## config.mk

```make
export PLATFORM = sky130hd
export DESIGN_NAME = exec_result_queue
export DESIGN_NICKNAME = d
export VERILOG_FILES = /design/src/rtl/exec_result_queue.sv
export SDC_FILE = /design/constraint.sdc
export NUM_CORES = 1
export LEC_CHECK = 0
export BUFFER_PORTS_ARGS = -buffer_cell sky130_fd_sc_hd__buf_2
export CELL_PAD_IN_SITES_DETAIL_PLACEMENT = 0
export CELL_PAD_IN_SITES_GLOBAL_PLACEMENT = 1
export CORE_ASPECT_RATIO = 0.7
export CORE_MARGIN = 8
export CORE_UTILIZATION = 49
export DETAILED_ROUTE_END_ITERATION = 8
export PLACE_DENSITY_LB_ADDON = 0.3
export SYNTH_ARGS = -nofsm -noshare
export SYNTH_HDL_FRONTEND = slang
export SYNTH_SLANG_ARGS = --single-unit
```

## constraint.sdc

```tcl
create_clock -name clk -period 7.6 [get_ports clk]
set_input_delay 1.14 -clock clk [delete_from_list [all_inputs] [get_ports clk]]
set_output_delay 1.14 -clock clk [all_outputs]
set_load 0.02 [all_outputs]
```

## src/rtl/exec_result_queue.sv

```systemverilog
// In-order result queue between the execute stage and the CDB arbiter.
// Holds {value, comp_result, op} entries and hands the head out under valid/ready.
module exec_result_queue #(
  parameter int  DEPTH         = 4,
  parameter int  DATA_WIDTH    = 32,
  parameter type res_st_cell_t = logic [15:0]
) (
  input  logic                         clk,
  input  logic                         rst,
  input  logic                         flush,
  input  logic                         in_valid,
  output logic                         in_ready,
  input  logic [DATA_WIDTH-1:0]        in_value,
  input  logic                         in_comp_result,
  input  res_st_cell_t                 in_op,
  output logic                         out_valid,
  input  logic                         out_ready,
  output logic [DATA_WIDTH-1:0]        out_value,
  output logic                         out_comp_result,
  output res_st_cell_t                 out_op,
  output logic [$clog2(DEPTH+1)-1:0]   count,
  output logic                         full,
  output logic                         empty
);

  localparam int PTR_W = $clog2(DEPTH);
  localparam int CNT_W = $clog2(DEPTH+1);

  typedef struct packed {
    logic [DATA_WIDTH-1:0] value;
    logic                  comp_result;
    res_st_cell_t          op;
  } entry_t;

  entry_t             mem_q [DEPTH];
  entry_t             wr_entry_d;
  logic [PTR_W-1:0]   wp_q, wp_d;
  logic [PTR_W-1:0]   rp_q, rp_d;
  logic [CNT_W-1:0]   count_q, count_d;
  logic               push, pop;
  entry_t             head;

  assign full      = (count_q == CNT_W'(DEPTH));
  assign empty     = (count_q == '0);
  assign count     = count_q;
  assign in_ready  = !full;
  assign out_valid = !empty;

  always_comb begin
    push       = in_valid && in_ready && !flush;
    pop        = out_valid && out_ready && !flush;
    wr_entry_d = '{value: in_value, comp_result: in_comp_result, op: in_op};
    wp_d       = wp_q;
    rp_d       = rp_q;
    count_d    = count_q;
    if (flush) begin
      wp_d    = '0;
      rp_d    = '0;
      count_d = '0;
    end else begin
      // Pointers wrap naturally because DEPTH is a power of two.
      if (push) wp_d = wp_q + PTR_W'(1);
      if (pop)  rp_d = rp_q + PTR_W'(1);
      case ({push, pop})
        2'b10:   count_d = count_q + CNT_W'(1);
        2'b01:   count_d = count_q - CNT_W'(1);
        default: count_d = count_q;
      endcase
    end
  end

  always_ff @(posedge clk) begin
    if (rst) begin
      wp_q    <= '0;
      rp_q    <= '0;
      count_q <= '0;
    end else begin
      wp_q    <= wp_d;
      rp_q    <= rp_d;
      count_q <= count_d;
    end
  end

  // Storage is deliberately not reset; validity is tracked by count alone.
  always_ff @(posedge clk) begin
    if (push && !rst) mem_q[wp_q] <= wr_entry_d;
  end

  always_comb begin
    head = mem_q[rp_q];
    if (empty) head = '0;
    out_value       = head.value;
    out_comp_result = head.comp_result;
    out_op          = head.op;
  end

endmodule
```

# ---- Yosys cells after proc, flatten, opt, wreduce, memory -nomap -nowiden
# Memories as Yosys holds them, arrays and structs flattened. A register that Yosys moved wholly into a read port is not among the register bits.
# Cells that the tools add are included.
dict set report op_classes {
  n_addsub 4
  multipliers 0
  div_mod_pow 0
  magnitude_cmp 0
  n_eq_ne 3
  shift 0
  muxes 6
  bitwise 0
  reduce_logical 12
}
# op count
set ops {}
lappend ops {{2-to-1 mux 49 bit} 1}
lappend ops {{case mux 3 bit (2 select lines)} 1}
lappend ops {{logical AND 1 bit} 5}
lappend ops {{adder 2 x 1 -> 2 bit, second input constant} 2}
lappend ops {{zero test 1 bit} 4}
lappend ops {{2-to-1 mux 2 bit} 2}
lappend ops {{adder 3 x 1 -> 3 bit, second input constant} 1}
lappend ops {{== test 3 bit, second input constant} 1}
lappend ops {{zero test 3 bit} 1}
lappend ops {{subtractor 3 x 1 -> 3 bit, second input constant} 1}
lappend ops {{== test 2 x 1 -> 1 bit, second input constant} 1}
lappend ops {{== test 2 bit, second input constant} 1}
lappend ops {{2-to-1 mux 1 bit} 2}
lappend ops {{nonzero test 2 bit} 1}
lappend ops {{OR reduction 2 bit} 1}
dict set report totals {
  ff_bits 7
  latchBits 0
  ram_bits 196
  romBits 0
  output_inout_bits 56
  wordCells 29
  mem_count 1
}
# name words width read_ports rd_ports_with_merged_regs write_ports line_no
set mem_list {}
lappend mem_list {mem_q 4 49 1 1 1 35} ;# entry_t mem_q [DEPTH];

# ---- Longest topological paths before layout
# Gate-level depths: netlist (run 1).
dict set report depth {
  ltp_word 7
  ltp_mapped 8
  depth_no_buf 8
}

# ---- Least setup slack after synthesis (run 1)
# Ideal clock, no wire load.
dict set report synth_path {
  path_type {input to register}
  start {in flush}
  end {mem mem_q[0][0] (netlist name), enable pin}
  setup_ns 0.526
  arrival_ns 5.087
  required_time_ns 7.074
  slack_ns 1.986
  cell_stages 2
  path_buffers 0
  path_cell_list {nand3b_2 > nor3b_1}
}
dict set report synth_between {
  elab_chain_len 5
}
# item line_no
set synth_lines {}
lappend synth_lines {{start, declared} 10} ;# input logic flush,
lappend synth_lines {{zero test 1 bit} 50} ;# push = in_valid && in_ready && !flush;
lappend synth_lines {{logical AND 1 bit} 50}
lappend synth_lines {{logical AND 1 bit} 86} ;# if (push && !rst) mem_q[wp_q] <= wr_entry_d;
lappend synth_lines {{2-to-1 mux 1 bit} 86}
lappend synth_lines {{2-to-1 mux 1 bit (implied by the code)} 86}
lappend synth_lines {{end, declared} 35}
# Every way passes these cells.

==> metrics.sh, run 1 <==
RUN_STATUS='completed'
HPWLAFTERDP_MICRONS=8940
POSTLAYOUTSETUPSLACKWORST_NS=3.94
PATH_CLK_SLEW_NS=0.06
CRIT_PATH_END_KIND='primary output'
GRTUSAGETOTAL_PCT=14.6
FILL_CELLS=1224
HIGHEST_ACHIEVABLE_CLOCK_RATE_MHz=273
RR_STARTPOINT='count[2]$_SDFFE_PP0P_'
GRT_START_MAX_NET_PINS=54
HOLD_PATH.STARTPOINT='wp_q[0]$_SDFFE_PP0P_'
BUFFER_PORTS.INSERTED=109
SYNTH_SEQ_CELLS=205
CLKSINKCOUNT=205
FLOORPLAN.IO_PINS=110
DIE_W_MICRONS=168
REG2REG_SLACK_NS=5.08
FINALSETUPVIOLATIONS=0
CP_NUM_BUF_INV=1
ROUTED_WIRE_LENGTH_PER_INSTANCE_MICRONS=21.1
GRT_PASS1_WL_MICRONS=23100
YOSYS.CELL_COUNT.TOP_TYPE='edfxtp_1'
CTS_INSERTED_BUFFERS=20
CRITICAL_PATH_PEAK_FANOUT=49
CRITICALPATHCATEGORY='reg -> out'
REPORT.FINAL.HOLD_VIOL_COUNT=0
PLACE_CONGESTION=0.703
MIN_PATH_TYPE='reg -> reg'
PERIOD_SHARE_PCT=48.2
CAP_VIOL_MAX_COUNT=0
CP.ARRIVAL_NS=2.52
MAX_SLEW_VIOLATIONS=0
CLK_ROOT_BUFFER_CELL='clkbuf_16'
REQUIRED_TIME_OF_THE_CRITICAL_PATH_NS=6.46
VIA_COUNT_OF_THE_FIRST_GLOBAL_ROUTING_PASS=4131
NUMBER_OF_BUFFERS_INSERTED_BY_POST_CTS_SETUP_REPAIR=0
SYN_TO_FINAL_GROWTH_PCT=17.6
SEQ_AREA_FRAC_SYNTH_PCT=76.7
SYNTH_TOP_FLOP_CELL='edfxtp_1'
CELL_FAMILY_CONTRIBUTING_THE_MOST_DELAY_ON_THE_CRITICAL_PATH='flip-flops'
TIGHTEST_SLEW_NS=1.02
DIEHEIGHT_MICRONS=122
OVERALL_OVERFLOW_REMAINING_AFTER_GLOBAL_ROUTE=0
YOSYSUNIQUECELLTYPES=27
SYNTH_COMMONEST_CELLS='edfxtp_1, nor2b_1, mux4_2, dfxtp_1'
POST_ROUTE_CELLS_DRIVE_ABOVE_1_SHARE_PCT=40.3
DESIGN.DIE.AREA_SQ_MM=0.0205
PATH_CELLS='mux4_2 > nor2b_1 > buf_2'
ANTENNA_FOUND_INITIAL=2
CTS.PATH.MAX_BUFFERS=3
ROWS=39
NUM_VIAS=3852
TOTAL_LEAKAGE_POWER_nW=3.17
SETUP_REPAIR_AFTER_GLOBAL_ROUTING_MISSED_ITS_MARGIN='no'
PERIOD_MINUS_SLACK_NS=3.66
POSTCTSRESIZEDCELLS=0
SLEW_HEADROOM_PCT=32.2
LARGEST_AREA_CONTRIBUTOR_IN_THE_NETLIST='edfxtp_1'
DRC_ERRORS=0
FIN_NETS=549
SETUP.WORST_PATH.START_CLASS='flop'
POSTROUTEWIRELENGTH_MICRONS=14900
CTS_HOLD_REPAIR_BUFFERS=0
CRITICAL-PATH-MAX-STAGE-DELAY_NS=1.02
SYNTHARSTFLOPSHARE_PCT=0
SYN-INSTANCE-COUNT=366
CORE_AREA_SQ_MM=0.0161
POWERDENSITY_mW_PER_MM2=242
INITIAL_CORE_UTIL_PCT=49.3
CTS_TREE='yes'
SYNTH_TOP_AREA_SHARE_PCT=74.4
NUMBER_OF_DRC_MARKERS_AFTER_THE_INITIAL_DETAILED_ROUTE_ITERATION=210
DETAILEDPLACE.WORSTSLACK_NS=4.35
VIAS_PER_CELL=5.45
DRTANTENNAVIOLNETS=0
SLOWEST_STAGE_CELL_ON_THE_CRITICAL_PATH='dfxtp_4'
SYNTH.CELL_AREA_SQ_MM=0.00791
SYNTH.TOP_CELLS.BY_AREA='edfxtp_1, mux4_2, nor2b_1'
SYNTH_ENABLE_FLOP_CELLS=196
SYNTH.AVG_CELL_AREA_SQ_UM=21.6
DETAILEDROUTE.FIRSTPASSITERATIONCOUNT=4
SETUP-TNS-FINAL_NS=0
CLOCK_TREE.HTREE_LEVEL_COUNT=1
SYNTH-WARNING-COUNT=0
SKEW_NS=0.0116
SYNTH_FP_NETS=426
CLK-INSERTION-DELAY-LATE_NS=0.48
VDD_IR_DROP_MAX_mV=0.146
cells by family (layout without fill, tap and decap cells):
group           after synthesis  after routing  share of synthesized area [%]
mux                          51             51                           14.3
compound gates                6              6                          0.411
xor+xnor                      3              3                          0.332
fa+ha+maj                     6              6                           1.04
buf+inv                      24            159                           1.82
other cells                   0              1                              0
simple gates                 71             71                           5.44
flops                       205            205                           76.7
stage by stage:
stage / std cells / util [%] / total power [W] / area (sq um) / hold slack [ns]
finish: 707 / 58.0 / 0.00225 / 9310 / 0.503
global route: 706 / 58.0 / 0.00232 / 9310 / 0.536
CTS: 706 / 58.0 / 0.00228 / 9310 / 0.502
detailed placement: 672 / 54.2 / 0.00136 / 8700 / 0.494
global placement: 672 / 54.2 / 0.00136 / 8700 / 0.478
floorplan: 366 / - / 0.00132 / 7910 / 0.459
final timing paths:
path                           endpoint  cells after the start
setup / recovery           out_value[6]                      3
hold / removal     wp_q[0]$_SDFFE_PP0P_                      2
setup reg to reg  count[2]$_SDFFE_PP0P_                      8
hold reg to reg    wp_q[0]$_SDFFE_PP0P_                      2
tightest hold or removal path, delay by kind of cell, from the launching register on:
family,cells,cell delay [ns]
flip-flops,1,0.34
multiplexers,1,0.05
AND/OR/NAND/NOR,1,0.06
cells in the final DEF (no fill, tap or decap), drive strengths merged, types with 3 or more instances in the layout:
master,instances
a21oi,3
buf,118
clkbuf,24
clkinv,9
dfxtp,9
edfxtp,196
ha,5
inv,7
mux4,49
nand2,5
nor2,7
nor2b,49
nor3b,4
xor2,3
cell type report:
type	instances	area [sq um]	share of cell area [%]
sequential	205	6070	65.2
multi-input combinational	137	1730	18.6
timing repair buffer	118	613	6.59
clock buffer	24	537	5.77
tap	205	256	2.76
clock inverter	10	73.8	0.793
inverter	7	26.3	0.282
antenna	1	2.50	0.0269
sequential cells by signal (all words and copies together) (netlist names), named ones only:
signal / cells
wp_q: 2
rp_q: 2
mem_q: 196
count: 3
power breakdown:
part / total (W) / internal, W / switching [W]
sequential: 0.00125 / 0.00125 / 0.00000497
combinational: 0.0000816 / 0.0000331 / 0.0000484
clock: 0.000920 / 0.000535 / 0.000384
total: 0.00225 / 0.00182 / 0.000438
layer usage:
layer / vias up / wire, microns / GRT usage [%]
met4: 4 / 289 / 3.45
li1: 1710 / - / -
met1: 1999 / 6480 / 19.0
met2: 116 / 7110 / 24.2
met5: - / 16 / 0
met3: 23 / 1030 / 4.34
No activity file was read; power rests on OpenSTA's default activity.
==> run 2, diff against run 1 <==
--- a/config.mk
+++ b/config.mk
@@ -10,7 +10,7 @@
 export CELL_PAD_IN_SITES_GLOBAL_PLACEMENT = 1
 export CORE_ASPECT_RATIO = 0.7
 export CORE_MARGIN = 8
-export CORE_UTILIZATION = 49
+export CORE_UTILIZATION = 45
 export DETAILED_ROUTE_END_ITERATION = 8
 export PLACE_DENSITY_LB_ADDON = 0.3
 export SYNTH_ARGS = -nofsm -noshare
==> constraint.sdc (replaced) <==
create_clock -name clk -period 3.1 [get_ports clk]
set_input_delay 0.465 -clock clk [delete_from_list [all_inputs] [get_ports clk]]
set_output_delay 0.465 -clock clk [all_outputs]
set_load 0.02 [all_outputs]
==> metrics.sh, run 2 (synthesis results as in run 1) <==
RUN_STATUS='completed'
GRT_START_MAX_NET_PINS=54
PERIOD_MINUS_SLACK_NS=2.77
POWER.SHARE.SWITCHING_PCT=19.6
ANTENNA_CELLS_INSERTED=0
INITIAL_CORE_UTIL_PCT=46.1
NUMBER_OF_DRC_MARKERS_AFTER_THE_INITIAL_DETAILED_ROUTE_ITERATION=224
POSTCTSRESIZEDCELLS=0
CTS_TREE='yes'
DETAILEDROUTE.FIRSTPASSITERATIONCOUNT=6
CTS_HOLD_REPAIR_BUFFERS=0
FILL_CELLS=1366
PATH_CLK_SLEW_NS=0.06
P_COMB_SHARE_PCT=3.8
CRITICAL_PATH_PEAK_FANOUT=22
CLK-INSERTION-DELAY-LATE_NS=0.48
CRITICALPATHCATEGORY='reg -> out'
MAX_SLEW_VIOLATIONS=0
POSTROUTEWIRELENGTH_MICRONS=14800
SKEW_NS=0.00870
OVERALL_OVERFLOW_REMAINING_AFTER_GLOBAL_ROUTE=0
FIN_NETS=550
TIGHTEST_SLEW_NS=0.666
POWERDENSITY_mW_PER_MM2=587
REPORT.FINAL.HOLD_VIOL_COUNT=0
HOLD_SLACK_NS=0.193
FINISH.CELL_COUNT_WITHOUT_FILLERS=734
POWER.CLOCK.FRACTION_PCT=40.8
DRTANTENNAVIOLNETS=0
SYN_TO_FINAL_GROWTH_PCT=19.3
REQUIRED_TIME_OF_THE_CRITICAL_PATH_NS=2.63
CRIT_PATH_END_KIND='primary output'
BUFFER_PORTS.INSERTED=109
DRC_ERRORS=0
SETUP_REPAIR_AFTER_GLOBAL_ROUTING_MISSED_ITS_MARGIN='no'
CLOCK_TREE.HTREE_LEVEL_COUNT=1
FLOORPLAN.IO_PINS=110
VDD_IR_DROP_MAX_mV=0.361
CTS_INSERTED_BUFFERS=20
SETUP.WORST_PATH.START_CLASS='flop'
VIA_COUNT_OF_THE_FIRST_GLOBAL_ROUTING_PASS=4177
VIAS_PER_CELL=5.14
NUM_VIAS=3773
HPWLAFTERDP_MICRONS=8590
CORE_AREA_SQ_MM=0.0172
FINALSETUPVIOLATIONS=0
CTS.PATH.MAX_BUFFERS=3
P_SEQ_SHARE_PCT=55.3
LAYOUT_COMMON_CELLS='edfxtp_1, buf_2, nor2b_1'
PLACE_CONGESTION=0.733
POSTLAYOUTSETUPSLACKWORST_NS=0.327
P_INT_W=0.00445
GRT_PASS1_WL_MICRONS=23000
TOTAL_LEAKAGE_POWER_nW=3.22
ROWS=40
HIGHEST_ACHIEVABLE_CLOCK_RATE_MHz=361
DETAILEDPLACE.WORSTSLACK_NS=0.475
CLKSINKCOUNT=205
SETUP-TNS-FINAL_NS=0
COMMONEST_NON_FILL_NON_TAP_CELL_IN_THE_LAYOUT='edfxtp_1'
LARGEST_REGISTER_FF_COUNT=196
CP.ARRIVAL_NS=2.31
CLK_ROOT_BUFFER_CELL='clkbuf_16'
ANTENNA_FOUND_INITIAL=2
PERIOD_SHARE_PCT=89.4
DIEHEIGHT_MICRONS=127
REPORT.POWER.TOTAL_W=0.00554
MIN_PATH_TYPE='in -> reg'
ROUTED_WIRE_LENGTH_PER_INSTANCE_MICRONS=20.1
REGISTER_CONTAINING_THE_MOST_FLIP_FLOPS_IN_THE_FINAL_LAYOUT='mem_q'
SLEW_HEADROOM_PCT=55.6
NUMPLACEDINSTANCES=699
TOTAL_SWITCHING_POWER_W=0.00109
POST_ROUTE_CELLS_DRIVE_ABOVE_1_SHARE_PCT=40.8
GRTUSAGETOTAL_PCT=13.2
DESIGN.DIE.AREA_SQ_MM=0.0222
DIE_W_MICRONS=174
CAP_VIOL_MAX_COUNT=0
NUMBER_OF_BUFFERS_INSERTED_BY_POST_CTS_SETUP_REPAIR=0
==> run 2: cell types whose count changed in the layout (fill, tap and decap cells not counted), sizes merged <==
cell / before / now
clkinv: 9 / 11
buf: 118 / 119
clkinvlp: 0 / 1
clkbuf: 24 / 22
diode: 1 / 0
==> run 2: final timing paths <==
kind | startpoint | endpoint | slack, ns | depth (start not counted)
max | flop | out_value[2] | 0.33 | 4
min | in_op[6] | mem_q[1][6]$_DFFE_PP_ | 0.19 | 1
max reg2reg | count[2]$_SDFFE_PP0P_ | count[2]$_SDFFE_PP0P_ | 0.46 | 8
min reg2reg | wp_q[0]$_SDFFE_PP0P_ | wp_q[0]$_SDFFE_PP0P_ | 0.52 | 2
==> run 2: cell type report <==
cell class,count,area (sq um),share of cell area [%]
repair buffers,119,683,7.23
flip-flops and latches,205,6070,64.3
multi-input cells,137,1750,18.6
clock buffers,22,529,5.60
well taps,231,289,3.06
clock inverters,13,90.1,0.954
inverters,7,26.3,0.278
==> run 2: worst max-delay path, stage by stage (launching register included) <==
cell and delay [ns]:
dfxtp_4 0.65, buf_12 0.28, mux4_2 0.52, nor2b_1 0.17, buf_2 0.21
==> run 2: power groups by stage <==
stage	registers, W	logic (W)	clock network (W)
CTS	0.00307	0.000215	0.00232
detailed placement	0.00313	0.000214	0
global placement	0.00312	0.000206	0
floorplan	0.00313	0.000105	0
finish	0.00307	0.000211	0.00226
global route	0.00307	0.000231	0.00241
==> run 2: metrics by stage <==
step | instance area, sq um | utilization (%)
3_5_place_dp | 8820 | 51.4
5_1_grt | 9440 | 55.0
3_3_place_gp | 8820 | 51.4
4_1_cts | 9440 | 55.0
6_report | 9440 | 55.0
2_1_floorplan | 7930 | -
==> run 2: metal layers <==
| layer | vias to the layer above | global-route usage, % | wire, microns |
|---|---|---|---|
| met2 | 114 | 21.6 | 7060 |
| li1 | 1715 | - | - |
| met3 | 20 | 4.62 | 1100 |
| met5 | - | 0 | 18 |
| met1 | 1920 | 17.0 | 6390 |
| met4 | 4 | 2.68 | 188 |
